==> src/rtl/gpu_fill_rasterizer.sv <==
// rtl/gpu_fill_rasterizer.sv - rectangle fill engine walking clipped pixels in raster order
module gpu_fill_rasterizer #(
    parameter int WIDTH_BITS  = 10,
    parameter int HEIGHT_BITS = 9,
    parameter int SCREEN_W    = 640,
    parameter int SCREEN_H    = 480
) (
    input  logic                   clk,
    input  logic                   rst,
    input  logic                   start_i,
    input  logic                   abort_i,
    input  logic [WIDTH_BITS-1:0]  x0_i,
    input  logic [WIDTH_BITS-1:0]  x1_i,
    input  logic [HEIGHT_BITS-1:0] y0_i,
    input  logic [HEIGHT_BITS-1:0] y1_i,
    input  logic                   stall_i,
    output logic [WIDTH_BITS-1:0]  x_fill_o,
    output logic [HEIGHT_BITS-1:0] y_fill_o,
    output logic                   fill_active_o,
    output logic                   busy_o,
    output logic                   done_o
);

    localparam logic [WIDTH_BITS-1:0]  X_LAST = WIDTH_BITS'(SCREEN_W - 1);
    localparam logic [HEIGHT_BITS-1:0] Y_LAST = HEIGHT_BITS'(SCREEN_H - 1);

    typedef enum logic [1:0] {IDLE, SETUP, SCAN, DONE} state_t;

    state_t state, state_nx;

    logic [WIDTH_BITS-1:0]  cx0, cx1, xmin, xmax;
    logic [HEIGHT_BITS-1:0] cy0, cy1, ymin, ymax;
    logic [WIDTH_BITS-1:0]  sx_lo, sx_hi;
    logic [HEIGHT_BITS-1:0] sy_lo, sy_hi;
    logic                   empty_rect;
    logic                   accept;
    logic                   at_x_end, at_y_end;

    // Ordered and clipped bounds from the captured corners, used only in SETUP.
    always_comb begin
        sx_lo = (cx0 < cx1) ? cx0 : cx1;
        sx_hi = (cx0 < cx1) ? cx1 : cx0;
        sy_lo = (cy0 < cy1) ? cy0 : cy1;
        sy_hi = (cy0 < cy1) ? cy1 : cy0;
        if (sx_hi > X_LAST) sx_hi = X_LAST;
        if (sy_hi > Y_LAST) sy_hi = Y_LAST;
        empty_rect = (sx_lo > X_LAST) || (sy_lo > Y_LAST);
    end

    assign accept   = (state == SCAN) && !stall_i && !abort_i;
    assign at_x_end = (x_fill_o == xmax);
    assign at_y_end = (y_fill_o == ymax);

    always_ff @(posedge clk) begin
        if (rst) state <= IDLE;
        else     state <= state_nx;
    end

    always_comb begin
        state_nx = state;
        case (state)
            IDLE:  if (start_i) state_nx = SETUP;
            SETUP: begin
                if (abort_i)         state_nx = IDLE;
                else if (empty_rect) state_nx = DONE;
                else                 state_nx = SCAN;
            end
            SCAN: begin
                if (abort_i)                          state_nx = IDLE;
                else if (accept && at_x_end && at_y_end) state_nx = DONE;
            end
            DONE:  state_nx = IDLE;
            default: state_nx = IDLE;
        endcase
    end

    always_comb begin
        fill_active_o = (state == SCAN);
        busy_o        = (state == SETUP) || (state == SCAN);
        done_o        = (state == DONE);
    end

    // Compare-before-increment keeps x/y inside the clipped bounds at all times.
    always_ff @(posedge clk) begin
        if (rst) begin
            cx0      <= '0;
            cx1      <= '0;
            cy0      <= '0;
            cy1      <= '0;
            xmin     <= '0;
            xmax     <= '0;
            ymin     <= '0;
            ymax     <= '0;
            x_fill_o <= '0;
            y_fill_o <= '0;
        end else begin
            case (state)
                IDLE: begin
                    if (start_i) begin
                        cx0 <= x0_i;
                        cx1 <= x1_i;
                        cy0 <= y0_i;
                        cy1 <= y1_i;
                    end
                end
                SETUP: begin
                    if (!abort_i && !empty_rect) begin
                        xmin     <= sx_lo;
                        xmax     <= sx_hi;
                        ymin     <= sy_lo;
                        ymax     <= sy_hi;
                        x_fill_o <= sx_lo;
                        y_fill_o <= sy_lo;
                    end
                end
                SCAN: begin
                    if (accept) begin
                        if (!at_x_end) begin
                            x_fill_o <= x_fill_o + 1'b1;
                        end else if (!at_y_end) begin
                            x_fill_o <= xmin;
                            y_fill_o <= y_fill_o + 1'b1;
                        end
                    end
                end
                default: ;
            endcase
        end
    end

endmodule

==> config.mk <==
export PLATFORM = sky130hd
export DESIGN_NAME = gpu_fill_rasterizer
export DESIGN_NICKNAME = d
export VERILOG_FILES = /design/src/rtl/gpu_fill_rasterizer.sv
export SDC_FILE = /design/constraint.sdc
export NUM_CORES = 1
export LEC_CHECK = 0
export ABC_AREA = 1
export CORE_MARGIN = 5
export CORE_UTILIZATION = 57
export CTS_BUF_LIST = sky130_fd_sc_hd__clkbuf_4 sky130_fd_sc_hd__clkbuf_8
export CTS_CLUSTER_DIAMETER = 60
export CTS_CLUSTER_SIZE = 30
export DETAILED_ROUTE_END_ITERATION = 12
export PLACE_DENSITY = 0.82
export SLEW_MARGIN = 20
export SYNTH_ARGS = -nofsm -noshare
export SYNTH_HDL_FRONTEND = slang
export SYNTH_SLANG_ARGS = --single-unit
==> constraint.sdc <==
create_clock -name clk -period 5 [get_ports clk]
set_input_delay 1 -clock clk [delete_from_list [all_inputs] [get_ports clk]]
set_output_delay 1 -clock clk [all_outputs]
set_load 0.02 [all_outputs]
==> flow_metrics.tcl <==
set metrics [dict create \
    place.gp.congestion 0.9378 \
    p_comb_share_pct 54.7 \
    grt_pass1_vias 4631 \
    synth_ff_type "dfxtp_1" \
    clk_pin_slew_worst_paths_ns 0.09 \
    start_kind "register" \
    cts_hold_buf 0 \
    drv_slew 0 \
    fmax_mhz 315.4 \
    ir_worst_vdd_v 0.0002263 \
    htreeDepth 3 \
    p_leak_nw 2.613 \
    post-dp-hpwl_um 9464 \
    grt_first_pass_wirelength_um 21070 \
    cts-root-buf "clkbuf_8" \
    cts_tree "built" \
    die-area_um2 11060 \
    cts_setup_buffers 0 \
    yosysWarnings 0 \
    row_count 34 \
    via_count 4999 \
    r2r_end "xmax[7]" \
    syn-num-nets 836 \
    slowest_delay_ns 0.55 \
    io_pins 65 \
    layout-drive-gt1-share_pct 5.760 \
    p_int_mw 1.703 \
    ys_ff_latch 88 \
    placed_area_um2 5804 \
    clk_latency_ns 0.36 \
    wl_um 12380 \
    die_height_um 105.2 \
    grt_max_degree 70 \
    critPathArrivalTime_ns 3.45 \
    post_cts_resize_count 0 \
    syn_inst 769 \
    drt_iter0_drc 288 \
    skew_ns 0.01061 \
    groute.usage.overall_pct 22.56 \
    setup-violations-final 0 \
    diodes 0 \
    p_per_area_nw_per_um2 544.5 \
    drt-vias-per-instance 5.410 \
    seq_area_frac_synth_pct 34.13 \
    layoutNonFillerInstCount 924 \
    synth_edf_count 0 \
    worst_path_max_delay_cell "nand3_2" \
    synth_top_area_share_pct 34.13 \
    fin_hold_ws_ns 0.4494 \
    setup.worst_path.start "cy1[2]" \
    grt_setup_unrepaired "no" \
    r2r_slack_ns 1.83 \
    postLayoutCellArea_um2 5977 \
    path_cells "inv_1, ha_1, nand2_1, nand2_1, nand2_1, nand2_1, nand2_1, nand3_2, nand2_1, nand2_1, nor2_1, nand2_2, nand3_2, nor2_1, nand2_1, a21oi_1" \
    synthDistinctLibCells 34 \
    nFillCells 760 \
    dr.pass1.iters 6 \
    endpoint "xmax[7]" \
    placed_cells 908 \
    drc_errors 0 \
    area_growth_pct 15.78 \
    seqPwrFrac_pct 31.8 \
    endpoint_kind "register" \
    cts.path.max_buffers 2 \
    status "complete, no violations" \
    avgSynthCellArea_um2 6.713 \
    die_w_um 105.2 \
    p_sw_mw 1.552 \
    synth-async-reset-ratio_pct 0 \
    crit_fanout 43 \
    netSwitchingFraction_pct 47.68 \
    reg2reg_depth 16 \
    post-route-period-util_pct 63.41 \
    maxSlewHeadroom_pct 32.09 \
    min_path_type "reg -> reg" \
    core_um2 8763 \
    worst_slew_pin_slew_ns 1.017 \
    fin_tns_setup_ns 0 \
    io_buffers 64 \
    postRouteAntennaNets 0 \
    synth_area_um2 5162 \
    r2r-start "cy1[2]" \
    cts.sinks 88 \
    clkPwrFrac_pct 13.5 \
    antenna_found_initial 0 \
    grt-ovfl-total 0 \
    criticalPathCategory "reg -> reg" \
    hold_viol 0 \
    critPathMostFrequentCell "nand2_1" \
    yosysTopAreaCell "dfxtp_1" \
    initial_core_util_pct 58.91 \
    fin_nets 878 \
    netlist_top_cells_area "dfxtp_1, nand2_1, o21ai_0" \
    worst_ep_required_time_ns 5.28 \
    utilization_pct 68.20 \
    wire_per_inst_um 13.40 \
    layout_min_cycle_time_ns 3.170 \
    drv_cap 0 \
    numCtsBuffers 9 \
]
-- worst min path at each step --
stage / startpoint / end / cells after the start / slack (ns)
final: xmin[1] / xmin[1] / 2 / 0.45
after global routing: xmin[5] / xmin[5] / 2 / 0.47
after CTS: xmin[1] / xmin[1] / 2 / 0.45
after detailed placement: xmin[1] / xmin[1] / 2 / 0.44
after global placement: xmin[4] / xmin[4] / 2 / 0.43
after floorplan: xmin[0] / xmin[0] / 2 / 0.42
-- routing by layer --
| metal | wire [um] | vias to the layer above | global-route usage (%) | share of wire [%] |
|---|---|---|---|---|
| met5 | 0 | - | 0 | 0 |
| met4 | 181 | 0 | 7.763 | 1.5 |
| met3 | 867 | 16 | 4.007 | 7.0 |
| met2 | 5443 | 180 | 34.80 | 44 |
| met1 | 5886 | 2228 | 31.76 | 48 |
| li1 | - | 2575 | - | - |
-- sequential cells by signal, summed over array words and instances (netlist names) --
name / flops
cx1: 10
state: 2
x_fill_o: 10
cy1: 9
ymax: 9
y_fill_o: 9
xmax: 10
cy0: 9
xmin: 10
cx0: 10
-- final cells by class --
class                           count  area (um^2)  share of cell area, %
Multi-Input combinational cell    542         2859                  47.83
Clock inverter                      6        36.28                 0.6071
Tap cell                          108        135.1                  2.261
Inverter                          102        382.9                  6.406
Timing Repair Buffer               68        670.6                  11.22
Sequential cell                    88         1762                  29.47
Clock buffer                       10        131.4                  2.198
-- Yosys cell counts (2+ instances only) --
cell type	n
nand2_1	149
inv_1	98
o21ai_0	98
dfxtp_1	88
a21oi_1	84
nor2_1	79
clkbuf_1	24
ha_1	24
nand3_1	20
nand4_1	19
xor2_1	14
nor3_1	10
buf_2	7
xnor2_1	7
nand2_2	5
nand3_2	5
a211oi_1	4
inv_2	4
o21ai_1	4
buf_1	3
nand3_4	3
nor2_4	3
a21o_1	2
a21oi_2	2
buf_6	2
nand2_4	2
o211ai_1	2
-- worst max-delay path: cells and delay by family, from the launching register on --
family,cells,cell delay [ns]
adder cells (fa/ha/maj),1,0.31
buffers and inverters,1,0.10
AO/OA/AOI/OAI,1,0.14
AND/OR/NAND/NOR,13,2.16
flip-flops,1,0.37
-- stage by stage --
stage | power [mW] | worst slack (ns)
2_1_floorplan | 2.340 | 2.955
3_3_place_gp | 2.730 | 1.822
3_5_place_dp | 2.794 | 1.775
4_1_cts | 3.238 | 1.888
5_1_grt | 3.549 | 1.337
6_report | 3.254 | 1.830
-- power by group through the flow --
stage	clock network, mW	logic, mW	registers (mW)
after floorplan	0	1.25	1.09
after global placement	0	1.69	1.04
after detailed placement	0	1.75	1.05
after CTS	0.446	1.76	1.03
after global routing	0.473	2.02	1.06
final	0.438	1.78	1.04
-- cell usage in the layout, fill, tap and decap left out, types with 2 or more instances in the layout --
cell and count:
a211oi_1 4, a21o_1 2, a21oi_1 84, a21oi_2 2, buf_4 4, clkbuf_8 9, clkdlybuf4s50_1 64, clkinv_2 4
dfxtp_1 88, ha_1 24, inv_1 98, inv_2 4, nand2_1 148, nand2_2 5, nand2_4 3, nand3_1 20
nand3_2 5, nand3_4 3, nand4_1 19, nor2_1 79, nor2_4 3, nor3_1 10, o211ai_1 2, o21ai_0 98
o21ai_1 4, xnor2_1 7, xor2_1 14
-- kinds of logic after synthesis --
kind of cell             share of synthesized area (%)
AND/OR/NAND/NOR                                  25.74
AO/OA/AOI/OAI                                    20.12
buffers and inverters                            10.64
flip-flops                                       34.13
adder cells (fa/ha/maj)                          5.817
XOR/XNOR                                         3.563
(Power assumes the default switching activity.)
